==> config.mk <==
export PLATFORM = sky130hd
export DESIGN_NAME = servile_wb_sched
export DESIGN_NICKNAME = d
export VERILOG_FILES = /design/src/rtl/servile_wb_sched.sv
export SDC_FILE = /design/constraint.sdc
export NUM_CORES = 1
export LEC_CHECK = 0
export ABC_AREA = 1
export CAP_MARGIN = 15
export CORE_AREA = 2 2 149 151
export CTS_CLUSTER_SIZE = 25
export DETAILED_ROUTE_END_ITERATION = 10
export DIE_AREA = 0 0 151 153
export PLACE_DENSITY = 0.45
export SLEW_MARGIN = 20
export SYNTH_ARGS = -nofsm -noshare
export SYNTH_HDL_FRONTEND = slang
export SYNTH_SLANG_ARGS = --single-unit
==> constraint.sdc <==
create_clock -name i_clk -period 2.12 [get_ports i_clk]
set_clock_uncertainty 0.05 [all_clocks]
set_input_delay 0.424 -clock i_clk [delete_from_list [all_inputs] [get_ports i_clk]]
set_output_delay 0.424 -clock i_clk [all_outputs]
set_load 0.005 [all_outputs]
==> src/rtl/servile_wb_sched.sv <==
// servile_wb_sched
//   Shares the single Servile memory port between the CPU instruction bus,
//   the CPU data bus and an auxiliary master. Grants are registered,
//   round-robin, and held for a whole transaction. The grant is never
//   pre-empted, and one idle cycle always follows each ack.
//
// Configuration macro:
//   SERVILE_WB_SCHED_TIMEOUT_EN - enables the bus-timeout watchdog. When it
//   times out, the granted master gets an ack with zero read data, and the
//   block pulses o_err and bumps o_err_count. When the macro is undefined,
//   BUSY waits for an ack indefinitely and o_err/o_err_count are constant 0.
//
// Parameters:
//   timeout_cycles   BUSY cycles without ack before the watchdog fires (2..255)
//
// Ports:
//   i_clk, i_rst            clock, synchronous active-high reset
//   i_wb_ibus_*/o_wb_ibus_* instruction fetch master (read-only)
//   i_wb_dbus_*/o_wb_dbus_* CPU data master
//   i_wb_aux_*/o_wb_aux_*   auxiliary master (debug loader / DMA)
//   o_wb_mem_*/i_wb_mem_*   shared memory port
//   o_grant                 current owner: 0 ibus, 1 dbus, 2 aux, 3 none
//   o_err                   one-cycle timeout pulse
//   o_err_count             saturating timeout count
module servile_wb_sched #(
   parameter int unsigned timeout_cycles = 64
) (
   input  logic        i_clk,
   input  logic        i_rst,
   input  logic [31:0] i_wb_ibus_adr,
   input  logic        i_wb_ibus_stb,
   output logic [31:0] o_wb_ibus_rdt,
   output logic        o_wb_ibus_ack,
   input  logic [31:0] i_wb_dbus_adr,
   input  logic [31:0] i_wb_dbus_dat,
   input  logic [3:0]  i_wb_dbus_sel,
   input  logic        i_wb_dbus_we,
   input  logic        i_wb_dbus_stb,
   output logic [31:0] o_wb_dbus_rdt,
   output logic        o_wb_dbus_ack,
   input  logic [31:0] i_wb_aux_adr,
   input  logic [31:0] i_wb_aux_dat,
   input  logic [3:0]  i_wb_aux_sel,
   input  logic        i_wb_aux_we,
   input  logic        i_wb_aux_stb,
   output logic [31:0] o_wb_aux_rdt,
   output logic        o_wb_aux_ack,
   output logic [31:0] o_wb_mem_adr,
   output logic [31:0] o_wb_mem_dat,
   output logic [3:0]  o_wb_mem_sel,
   output logic        o_wb_mem_we,
   output logic        o_wb_mem_stb,
   input  logic [31:0] i_wb_mem_rdt,
   input  logic        i_wb_mem_ack,
   output logic [1:0]  o_grant,
   output logic        o_err,
   output logic [7:0]  o_err_count
);

   if (timeout_cycles < 2 || timeout_cycles > 255) begin : g_bad_timeout
      $error("servile_wb_sched: timeout_cycles must be in 2..255");
   end

`ifdef SERVILE_WB_SCHED_TIMEOUT_EN
   typedef enum logic [1:0] {IDLE = 2'd0, BUSY = 2'd1, TOUT = 2'd2} state_t;
   localparam logic [7:0] TO_LAST = 8'(timeout_cycles - 1);
   logic [7:0] r_wdog;
   logic [7:0] r_err_count;
   logic       r_tout;
`else
   typedef enum logic [1:0] {IDLE = 2'd0, BUSY = 2'd1} state_t;
`endif

   state_t     r_state;
   logic [1:0] r_grant;
   logic [1:0] r_last;
   logic       r_stb;

   logic [2:0] w_req;
   logic [1:0] w_win;
   logic       w_tout;
   logic       w_ack;
   logic [31:0] w_rdt;

   // Round-robin: the master after the last winner has top priority.
   // A lone requester wins whatever the pointer says.
   always_comb begin
      w_req = {i_wb_aux_stb, i_wb_dbus_stb, i_wb_ibus_stb};
      w_win = 2'd0;
      case (r_last)
         2'd0:    w_win = w_req[1] ? 2'd1 : (w_req[2] ? 2'd2 : 2'd0);
         2'd1:    w_win = w_req[2] ? 2'd2 : (w_req[0] ? 2'd0 : 2'd1);
         default: w_win = w_req[0] ? 2'd0 : (w_req[1] ? 2'd1 : 2'd2);
      endcase
   end

   always_ff @(posedge i_clk) begin
      if (i_rst) begin
         r_state <= IDLE;
         r_grant <= 2'd3;
         r_last  <= 2'd2;
         r_stb   <= 1'b0;
`ifdef SERVILE_WB_SCHED_TIMEOUT_EN
         r_tout      <= 1'b0;
         r_wdog      <= '0;
         r_err_count <= '0;
`endif
      end else begin
`ifdef SERVILE_WB_SCHED_TIMEOUT_EN
         r_tout <= 1'b0;
`endif
         case (r_state)
            IDLE: begin
`ifdef SERVILE_WB_SCHED_TIMEOUT_EN
               // Clearing in IDLE is equivalent to clearing on grant.
               r_wdog <= '0;
`endif
               if (|w_req) begin
                  r_state <= BUSY;
                  r_grant <= w_win;
                  r_last  <= w_win;
                  r_stb   <= 1'b1;
               end
            end
            BUSY: begin
               // An ack in the final BUSY cycle takes precedence over the timeout.
               if (i_wb_mem_ack) begin
                  r_state <= IDLE;
                  r_grant <= 2'd3;
                  r_stb   <= 1'b0;
               end
`ifdef SERVILE_WB_SCHED_TIMEOUT_EN
               else if (r_wdog == TO_LAST) begin
                  r_state <= TOUT;
                  r_stb   <= 1'b0;
                  r_tout  <= 1'b1;
                  if (r_err_count != 8'hFF)
                     r_err_count <= r_err_count + 8'd1;
               end else begin
                  r_wdog <= r_wdog + 8'd1;
               end
`endif
            end
`ifdef SERVILE_WB_SCHED_TIMEOUT_EN
            TOUT: begin
               r_state <= IDLE;
               r_grant <= 2'd3;
            end
`endif
            default: begin
               r_state <= IDLE;
               r_grant <= 2'd3;
               r_stb   <= 1'b0;
            end
         endcase
      end
   end

`ifdef SERVILE_WB_SCHED_TIMEOUT_EN
   assign w_tout      = r_tout;
   assign o_err_count = r_err_count;
`else
   assign w_tout      = 1'b0;
   assign o_err_count = 8'd0;
`endif
   assign o_err = w_tout;

   // Request mux: ibus is read-only, so it presents a full-word read.
   always_comb begin
      o_wb_mem_adr = '0;
      o_wb_mem_dat = '0;
      o_wb_mem_sel = '0;
      o_wb_mem_we  = 1'b0;
      if (r_stb) begin
         case (r_grant)
            2'd0: begin
               o_wb_mem_adr = i_wb_ibus_adr;
               o_wb_mem_sel = 4'hF;
            end
            2'd1: begin
               o_wb_mem_adr = i_wb_dbus_adr;
               o_wb_mem_dat = i_wb_dbus_dat;
               o_wb_mem_sel = i_wb_dbus_sel;
               o_wb_mem_we  = i_wb_dbus_we;
            end
            2'd2: begin
               o_wb_mem_adr = i_wb_aux_adr;
               o_wb_mem_dat = i_wb_aux_dat;
               o_wb_mem_sel = i_wb_aux_sel;
               o_wb_mem_we  = i_wb_aux_we;
            end
            default: begin
               o_wb_mem_adr = '0;
            end
         endcase
      end
   end

   assign o_wb_mem_stb = r_stb;
   assign o_grant      = r_grant;

   // Memory acks are only honoured while stb is out; a timeout acks from TOUT.
   assign w_ack         = (r_stb & i_wb_mem_ack) | w_tout;
   assign o_wb_ibus_ack = w_ack & (r_grant == 2'd0);
   assign o_wb_dbus_ack = w_ack & (r_grant == 2'd1);
   assign o_wb_aux_ack  = w_ack & (r_grant == 2'd2);

   assign w_rdt         = w_tout ? '0 : i_wb_mem_rdt;
   assign o_wb_ibus_rdt = w_rdt;
   assign o_wb_dbus_rdt = w_rdt;
   assign o_wb_aux_rdt  = w_rdt;

endmodule

# Yosys cells after proc, flatten, opt, wreduce, memory -nomap -nowiden
# Index checks and enable logic that the tools add are counted.
[totals]
regBits = 7
in_bits = 208
out_inout_bits = 180
wordCells = 44
[classes]
eq_ne = 6
mux = 24
n_bitwise = 4
reduce_logical = 6
[op_table]
columns = ["op", "count"]
rows = [
  ["$pmux W32 S3", 1],
  ["$mux W32", 2],
  ["$pmux W32 S2", 1],
  ["$mux W2", 9],
  ["$pmux W2 S2", 3],
  ["$pmux W4 S3", 1],
  ["$eq A2 B1 Y1 const B", 3],
  ["$logic_not A2 Y1", 3],
  ["$and A1 B1 Y1", 4],
  ["$mux W1", 4],
  ["$mux W4", 1],
  ["$ne A2 B2 Y1 const B", 2],
  ["$pmux W1 S2", 2],
  ["$reduce_and A2 Y1", 2],
  ["$reduce_or A3 Y1", 1],
  ["$eq A2 B2 Y1 const B", 1],
]

# Depth between registers and ports, before layout
# Gate-level depths: netlist of the first run.
[depth]
word_depth = 5
ltp_mapped = 8
mapped_depth_nobuf = 6

# Least setup slack after synthesis of the first run
# No wires, ideal clock.
[synth_timing]
path_kind = "reg2out"
startpoint = "reg r_grant[0], in the netlist o_grant[0]"
endpoint = "out o_wb_mem_adr[24]"
arrival_time_ns = 1.194
required_ns = 1.646
path_slack_ns = 0.452
stages_incl_launch_ff = 9
path_buffers = 2
path_cell_list = "dfxtp_1 -> inv_1 -> ha_1 -> buf_4 -> buf_4 -> nand2_1 -> nand3_1 -> nand2_1 -> inv_1"
[synth_between]
elab_chain_cells = 3
elab_cells_between_ends = 5
cone_classes = "eq/ne: 2; mux: 2; reduce/logical: 1"
[synth_lines]
columns = ["element", "line", "text"]
rows = [
  ["start: declaration", "75", "logic [1:0] r_grant;"],
  ["start signal: assignment", "120", "r_grant <= w_win;"],
  ["$eq A2 B2 Y1, or another cell as far along", "175", "case (r_grant)"],
  ["$pmux W32 S3 *", "175", ""],
  ["$mux W32 *", "174", "if (r_stb) begin"],
  ["end: declaration", "48", "output logic [31:0] o_wb_mem_adr,"],
]
# Every way passes the cells marked *; elsewhere a longest branch is shown, timed or not.

# Final worst setup path of the first run
[layout_timing]
startpoint = "reg r_grant[1], in the netlist o_grant[1]"
endpoint = "out o_wb_mem_adr[19]"
# The elaborated chain is that of the path after synthesis.

==> out/qor.yml, run 1 <==
clock_sinks: 5
drtIter0Drc: 124
seqPwrFrac_pct: 7.1
io_buffers: 250
maxSlewViolCount: 0
start_util_pct: 11.9
synth-seq-cells: 5
antenna_found_initial: 0
antenna_left: 0
cts_buffer_depth: 2
drc: 0
globalplace.congestion: 0.828
die_area_sq_um: 23100
grt_pass1_wl_mm: 19.3
clkPwrFrac_pct: 18.3
period_minus_slack_ns: 2.24
dpl.hpwl_mm: 10.2
routed_wl_mm: 14.1
min_path_type: "reg2reg"
path_class: "reg2out"
fmax_ghz: 0.446
crit_arrival_ns: 1.77
cts.clk_slew.worst_paths_ns: 0.03
layout.nets: 913
setup-tns-final_ns: -0.757
violations: "setup timing"
ir_worst_vdd_mv: 0.221
avgSynthCellArea_sq_um: 5.14
clock_latency_ns: 0.23
num_rows: 54
grt_max_degree: 32
combPwrFrac_pct: 74.5
final_core_util_pct: 25.5
wire_per_inst_um: 14.4
period_share_pct: 106
synth_edf_count: 0
yosysMostFrequentCell: "nand2_1"
power.total_mw: 1.68
hold_viol: 0
critPathLaunchType: "flop"
numCtsBuffers: 3
holdWs_ns: 0.452
grt_pass1_vias: 3484
ys_warn_count: 0
syn_area_sq_um: 2550
power.leakage_nw: 2.70
worst_slack_ns: -0.122
yosysTopAreaCellShare_pct: 32.4
cts_tree: "done"
overflow: 0
powerDensity_nw_per_um2: 308
vias: 3500
area_growth_pct: 115
synth.largest_area_cell: "nand2_1"
core-area_sq_um: 21500
ctsHoldBuffers: 0
diodes: 0
cap_violations: 0
synth_area_leaders: "nand2_1, buf_4, nand3_1, a21oi_1, inv_1"
grtUsageTotal_pct: 10.7
num_io_pins: 388
synth-main-ff-cell: "dfxtp_1"
finalSetupViolCount: 7
synthCells: 496
firstDrtPassIters: 4
h-tree-depth: 1
power_switching_uw: 573
cp-end-kind: "output port"
rsz0062_at_grt: "true"
ys_async_sr_fraction_pct: 0
intPower_mw: 1.11
die_h_um: 153
avgViaCountPerCell: 3.58
root_buffer: "clkbuf_16"
synth.distinct_cells: 15
status: "complete, but fails checks"
cp.required_ns: 1.65
synth.top_cells.by_count: "nand2_1, buf_4, inv_1, nand3_1, a21oi_1"
ys_seq_area_share_pct: 3.93
n_fill_cell: 2418
p_sw_share_pct: 34.1
die_w_um: 151
path_max_fanout: 7
drive_above_1_share_pct: 25.0
==> sequential cells by signal, summed over array words and instances (netlist names) <==
register / cells
r_last: 2
o_wb_mem_stb: 1
o_grant: 2
==> worst paths after layout <==
| path | from | end | slack [ns] | cells past startpoint |
|---|---|---|---|---|
| worst max-delay path | o_grant[1] | o_wb_mem_adr[19] | -0.12 | 11 |
| worst max register to register | o_wb_mem_stb | o_grant[0] | 1.03 | 5 |
| worst min-delay path | r_last[0] | r_last[0] | 0.45 | 2 |
| worst min register to register | r_last[0] | r_last[0] | 0.45 | 2 |
==> critical path: stages, from the launching register on <==
cell and delay [ns]:
dfxtp_4 0.36, buf_6 0.13, ha_4 0.17, nor2_8 0.14, buf_6 0.12, buf_12 0.09, buf_12 0.11, buf_6 0.10
buf_8 0.11, nand2_1 0.06, inv_1 0.05, buf_2 0.11
==> stage by stage <==
step	std cells	worst slack [ns]	cell area (sq um)
3_3_place_gp	943	-0.137	4920
3_5_place_dp	943	-0.129	4920
2_1_floorplan	504	0.452	2580
5_1_grt	979	-0.187	5470
4_1_cts	967	-0.218	5220
6_report	979	-0.122	5470
==> final cells by class <==
cell class	count	area [sq um]	area share (%)
well taps	280	350	6.41
repair buffers	321	3180	58.2
clock buffers	4	78.8	1.44
inverters	47	185	3.39
multi-input cells	322	1560	28.6
flip-flops and latches	5	108	1.97
==> timing repair <==
item | in CTS | in global routing
buffers inserted | 15 | 10
endpoints found under the setup margin | 72 | 61
pin swaps | 6 | 8
gates cloned | 5 | 5
resized for setup | 205 | 92
endpoints found under the hold margin | 0 | 0
==> kinds of logic after synthesis <==
group,Yosys count,synth area share [%]
flops,5,3.93
simple gates,271,42.6
buf+inv,177,43.6
other cells,1,0.147
compound gates,37,7.27
fa+ha+maj,5,2.45
==> routing by layer <==
metal  share of wire, %  GRT usage (%)
met2                 49           19.2
met1                 40           12.2
met5                  0              0
met3                8.2           2.72
met4                2.8           3.34
==> power groups by stage <==
stage	clock, mW	combinational (mW)	sequential [mW]
after detailed placement	0	1.03	0.116
after global routing	0.323	1.37	0.122
final	0.309	1.25	0.120
after floorplan	0	0.497	0.116
after CTS	0.313	1.16	0.120
after global placement	0	1.03	0.115
==> cells in the final DEF, fill, tap and decap left out, drive strengths merged, types with 9 or more instances in the layout <==
cell and instances:
nor2 9, a21oi 36, nand3 42, inv 46, buf 101, conb 9, clkdlybuf4s15 14, clkbuf 20
nand2 220, clkdlybuf4s50 178
Power figures use the tool's default switching activity.
==> inputs of run 2 (changes only) <==
CORE_AREA = 2 2 150 152   (was 2 2 149 151)
CTS_CLUSTER_DIAMETER = 150   (was default)
DIE_AREA = 0 0 152 154   (was 0 0 151 153)
clock period = 2.5 ns   (was 2.12 ns; I/O delays follow)
==> run 2 against run 1 <==
  * The flow now finishes without violations
  * Critical path depth decreased by 5
  * Critical endpoint is now o_wb_mem_sel[2]
  * Combinational power shrank 29%
  * Sequential power decreased by 12%
  * Wire length shrank 7.4%
  * Power down 25%
  * Global-route usage is 1.4 points lower
  * Worst hold slack worse by 0.0067 ns
==> out/qor.yml, run 2 (synthesis results as in run 1) <==
fmax_ghz: 0.412
cap_violations: 0  # unchanged
power.total_mw: 1.26  # -25%
num_io_pins: 388  # unchanged
critPathLaunchType: "flop"
clock_sinks: 5  # unchanged
min_path_type: "reg2reg"
layout_commonest_cell: "clkdlybuf4s50_1"
crit_buf_inv: 3  # -5
ir_worst_vdd_mv: 0.155  # -30%
globalplace.congestion: 0.750  # -9.5%
period_minus_slack_ns: 2.43
layout_common_cells: "clkdlybuf4s50_1, nand2_1, inv_1, nand3_1, a21oi_1"
final_core_util_pct: 23.2  # -2.3 points
grt_max_degree: 41  # +28%
drive_above_1_share_pct: 6.13  # -19 points
slowest_stage: "clkdlybuf4s50_1"
timing.reg2reg.setup_slack_ns: 1.44  # +0.41 ns
slowest_delay_ns: 0.50  # +0.14 ns
ctsHoldBuffers: 0  # unchanged
avgViaCountPerCell: 3.53  # -1.3%
die_h_um: 154  # +0.65%
numCtsBuffers: 3  # unchanged
hold_viol: 0  # unchanged
overflow: 0  # unchanged
period_share_pct: 97.0
drc: 0  # unchanged
path_class: "reg2out"
core-area_sq_um: 21700  # +0.94%
finalSetupViolCount: 0  # -7
grtUsageTotal_pct: 9.31  # -1.4 points
vias: 3288  # -6.1%
holdWs_ns: 0.445  # -0.00673 ns
cts_tree: "done"
path_max_fanout: 17  # +10
layout.nets: 866  # -5.1%
dpl_cell_area_sq_um: 4650  # -5.4%
grt_pass1_vias: 3217  # -7.7%
diodes: 0  # unchanged
routed_wl_mm: 13.1  # -7.4%
crit_family: "buffers and inverters"
dpl.hpwl_mm: 9.62  # -5.6%
root_buffer: "clkbuf_16"
io_buffers: 250  # unchanged
maxSlewViolCount: 0  # unchanged
clock_latency_ns: 0.23  # about the same
antenna_found_initial: 0  # unchanged
design_area_sq_um: 5030  # -8.0%
status: "finished clean"
die_area_sq_um: 23400  # +1.3%
power.leakage_nw: 2.26  # -16%
firstDrtPassIters: 4  # unchanged
num_rows: 54  # unchanged
die_w_um: 152  # +0.66%
grt_pass1_wl_mm: 17.5  # -9.3%
start_util_pct: 11.8  # -0.11 points
seq_area_sq_um: 109  # +1.2%
area_growth_pct: 97.3
crit_path_cell_trace: "ha_1 -> nor2_8 -> buf_12 -> nand2_1 -> inv_1 -> clkdlybuf4s50_1"
multi_input_area_sq_um: 1420  # -9.1%
powerDensity_nw_per_um2: 250  # -19%
rsz0062_at_grt: "true"
cp-end-kind: "output port"
crit_arrival_ns: 1.88  # +0.11 ns
cp.required_ns: 1.95  # +0.30 ns
antenna_left: 0  # unchanged
wire_per_inst_um: 14.0  # -2.7%
cts_buffer_depth: 2  # unchanged
drtIter0Drc: 164  # +32%
cts.clk_slew.worst_paths_ns: 0.03  # about the same
n_fill_cell: 2456  # +1.6%
setup-tns-final_ns: 0  # +0.757 ns
h-tree-depth: 1  # unchanged
[run 2: cell types whose count changed in the layout (fill, tap and decap cells not counted), moves of 14 or more]
cell / before / now
a21oi_1: 13 / 35
a21oi_2: 22 / 1
buf_2: 34 / 0
buf_4: 34 / 7
clkdlybuf4s50_1: 178 / 241
nand2_1: 205 / 219
nand2_2: 15 / 0
[run 2: final cells by class]
class                   count  area share (%)
inverters                  47            3.61
multi-input cells         322            28.3
well taps                 280            6.97
repair buffers            274            57.4
clock buffers               4            1.57
flip-flops and latches      5            2.16
[run 2: metrics by stage]
| step | cells | worst slack [ns] |
|---|---|---|
| after global routing | 932 | -0.0364 |
| final | 932 | 0.0749 |
| after CTS | 918 | -0.0340 |
| after global placement | 914 | 0.109 |
| after floorplan | 504 | 0.756 |
| after detailed placement | 914 | 0.116 |
[run 2: report_power, final]
part	switching [mW]	leakage, nW	internal [mW]
Combinational	0.362	2.18	0.525
Sequential	0.0158	0.0421	0.0894
Clock	0.0524	0.0382	0.211
Total	0.430	2.26	0.826
[run 2: worst register-to-register path: stages, from the launching register on]
cell and delay (ns):
dfxtp_2 0.40, inv_2 0.09, nand2_1 0.15, inv_1 0.08, nand2_1 0.10, nand3_1 0.06
[run 2: worst paths after layout]
path	startpoint	end	cells after the start
worst max register to register	o_wb_mem_stb	o_grant[0]	5
worst min-delay path	r_last[0]	r_last[0]	2
worst min register to register	r_last[0]	r_last[0]	2
worst max-delay path	o_grant[0]	o_wb_mem_sel[2]	6
[run 2: metal layers]
| layer | vias up | GRT usage, % | routed length [um] |
|---|---|---|---|
| met3 | 28 | 2.90 | 973 |
| met2 | 143 | 16.3 | 6400 |
| met5 | - | 0 | 0 |
| met4 | 0 | 2.94 | 256 |
| met1 | 1418 | 10.8 | 5460 |
| li1 | 1699 | - | - |
[run 2: repair_timing]
action                     in CTS  in global routing
gates resized for setup         9                 19
gates cloned                    0                  6
pin swaps                       0                  2
setup endpoints to repair      58                 64
setup buffers                   0                  8
==> inputs of run 3 (changes only) <==
CORE_AREA = 2 2 149 151   (was 2 2 150 152)
DIE_AREA = 0 0 151 153   (was 0 0 152 154)
DONT_BUFFER_PORTS = 1   (was default)
PLACE_DENSITY = 0.3   (was 0.45)
==> run 3 against run 2 <==
  * Wire length decreased by 31%
  * First-iteration DRC count is 23% lower
  * Clock power hardly changed
  * Critical path depth did not move
  * Critical endpoint is now o_wb_mem_adr[15]
==> out/qor.yml, run 3 (synthesis results as in run 1) <==
status: "finished clean"
routed_wl_mm: 9.03  # -31%
clock_latency_ns: 0.23  # about the same
crit_arrival_ns: 1.68  # -0.20 ns
period_minus_slack_ns: 2.23  # -0.192 ns
hold_viol: 0  # unchanged
die_area_sq_um: 23100  # -1.3%
core-area_sq_um: 21500  # -0.93%
n_fill_cell: 2577  # +4.9%
h-tree-depth: 1  # unchanged
wl_met3_um: 809  # -17%
drive_above_1_share_pct: 3.39  # -2.7 points
drtIter0Drc: 126  # -23%
wire_per_inst_um: 13.6  # -3.1%
slew_headroom_pct: 61.0
layout_common_cells: "nand2_1, inv_1, nand3_1, a21oi_1, conb_1"
ctsHoldBuffers: 0  # unchanged
power.leakage_nw: 1.06  # -53%
path_class: "reg2out"
cts_buffer_depth: 2  # unchanged
cp-end-kind: "output port"
start_util_pct: 11.9  # +0.11 points
cts_tree: "done"
worst_slack_ns: 0.267  # +0.192 ns
grt_pass1_wl_mm: 12.8  # -27%
dpl.hpwl_mm: 7.45  # -23%
layout.nets: 598  # -31%
cap_violations: 0  # unchanged
cts.repair.resized: 0  # -9
top_layer: "met4"
setup-tns-final_ns: 0  # unchanged
globalplace.congestion: 0.700  # -6.6%
path_max_fanout: 29  # +12
ir_worst_vdd_mv: 0.433  # +180%
root_buffer: "clkbuf_16"
cts.clk_slew.worst_paths_ns: 0.03  # about the same
area_growth_pct: -15.7
layout_commonest_cell: "nand2_1"
avgViaCountPerCell: 3.65  # +3.6%
worst_pin_slew_ns: 0.585
firstDrtPassIters: 4  # unchanged
vias: 2426  # -26%
min_path_type: "in2reg"
grtUsageTotal_pct: 7.05  # -2.3 points
antenna_left: 0  # unchanged
numCtsBuffers: 3  # unchanged
num_rows: 54  # unchanged
drc: 0  # unchanged
clock_sinks: 5  # unchanged
grt_pass1_vias: 2282  # -29%
io_buffers: 0  # -100%
die_w_um: 151  # -0.66%
antenna_found_initial: 0  # unchanged
critPathLaunchType: "flop"
overflow: 0  # unchanged
period_share_pct: 89.3  # -7.7 points
diodes: 0  # unchanged
pre_cts_ws_ns: 0.426  # +0.310 ns
post-cts-setup-buffers: 0  # unchanged
powerDensity_nw_per_um2: 335  # +34%
drt-met1-wl_mm: 3.72  # -32%
dr_wl_met2_mm: 4.16  # -35%
finalSetupViolCount: 0  # unchanged
cp.required_ns: 1.95  # about the same
rsz0062_at_grt: "false"
die_h_um: 153  # -0.65%
num_io_pins: 388  # unchanged
grt_max_degree: 41  # unchanged
fmax_ghz: 0.448  # +8.6%
maxSlewViolCount: 0  # unchanged
==> run 3: worst paths after layout <==
| check | startpoint | to | depth (start not counted) | slack (ns) |
|---|---|---|---|---|
| hold reg to reg | r_last[0] | r_last[0] | 2 | 0.43 |
| setup reg to reg | o_wb_mem_stb | o_grant[0] | 5 | 1.35 |
| setup / recovery | o_grant[1] | o_wb_mem_adr[15] | 6 | 0.27 |
| hold / removal | i_rst | r_last[0] | 1 | 0.29 |
==> run 3: cell type report <==
type	count	area [sq um]	share of cell area [%]
Multi-Input combinational cell	322	1370	63.9
Tap cell	280	350	16.3
Inverter	47	176	8.21
Sequential cell	5	100	4.66
Clock buffer	4	78.8	3.67
Timing Repair Buffer	6	70.1	3.26
==> run 3: worst max-delay path, stage by stage (launching register included) <==
cell and delay (ns):
dfxtp_1 0.45, ha_2 0.27, buf_4 0.34, nand2_1 0.10
nand3_1 0.08, nand2_1 0.07, inv_1 0.12
==> run 3: layer usage <==
layer,track usage [%],up-vias
met5,0,-
met4,2.85,0
met3,1.85,24
met2,11.6,161
met1,8.65,1081
li1,-,1160
==> run 3: metrics by stage <==
step	total power [mW]	std cells	util, %	hold slack (ns)	area [sq um]
after global placement	0.468	660	9.63	0.434	2070
after CTS	0.736	664	10.0	0.291	2150
after floorplan	0.520	504	-	0.402	2580
after global routing	0.798	664	10.0	0.292	2150
final	0.720	664	10.0	0.292	2150
after detailed placement	0.469	660	9.63	0.429	2070
==> run 3: report_power, final <==
part / internal [mW] / switching, mW / leakage, nW / total, mW
Sequential: 0.0884 / 0.0134 / 0.0417 / 0.102
Clock: 0.211 / 0.0507 / 0.0382 / 0.262
Combinational: 0.107 / 0.250 / 0.978 / 0.357
Total: 0.406 / 0.314 / 1.06 / 0.720
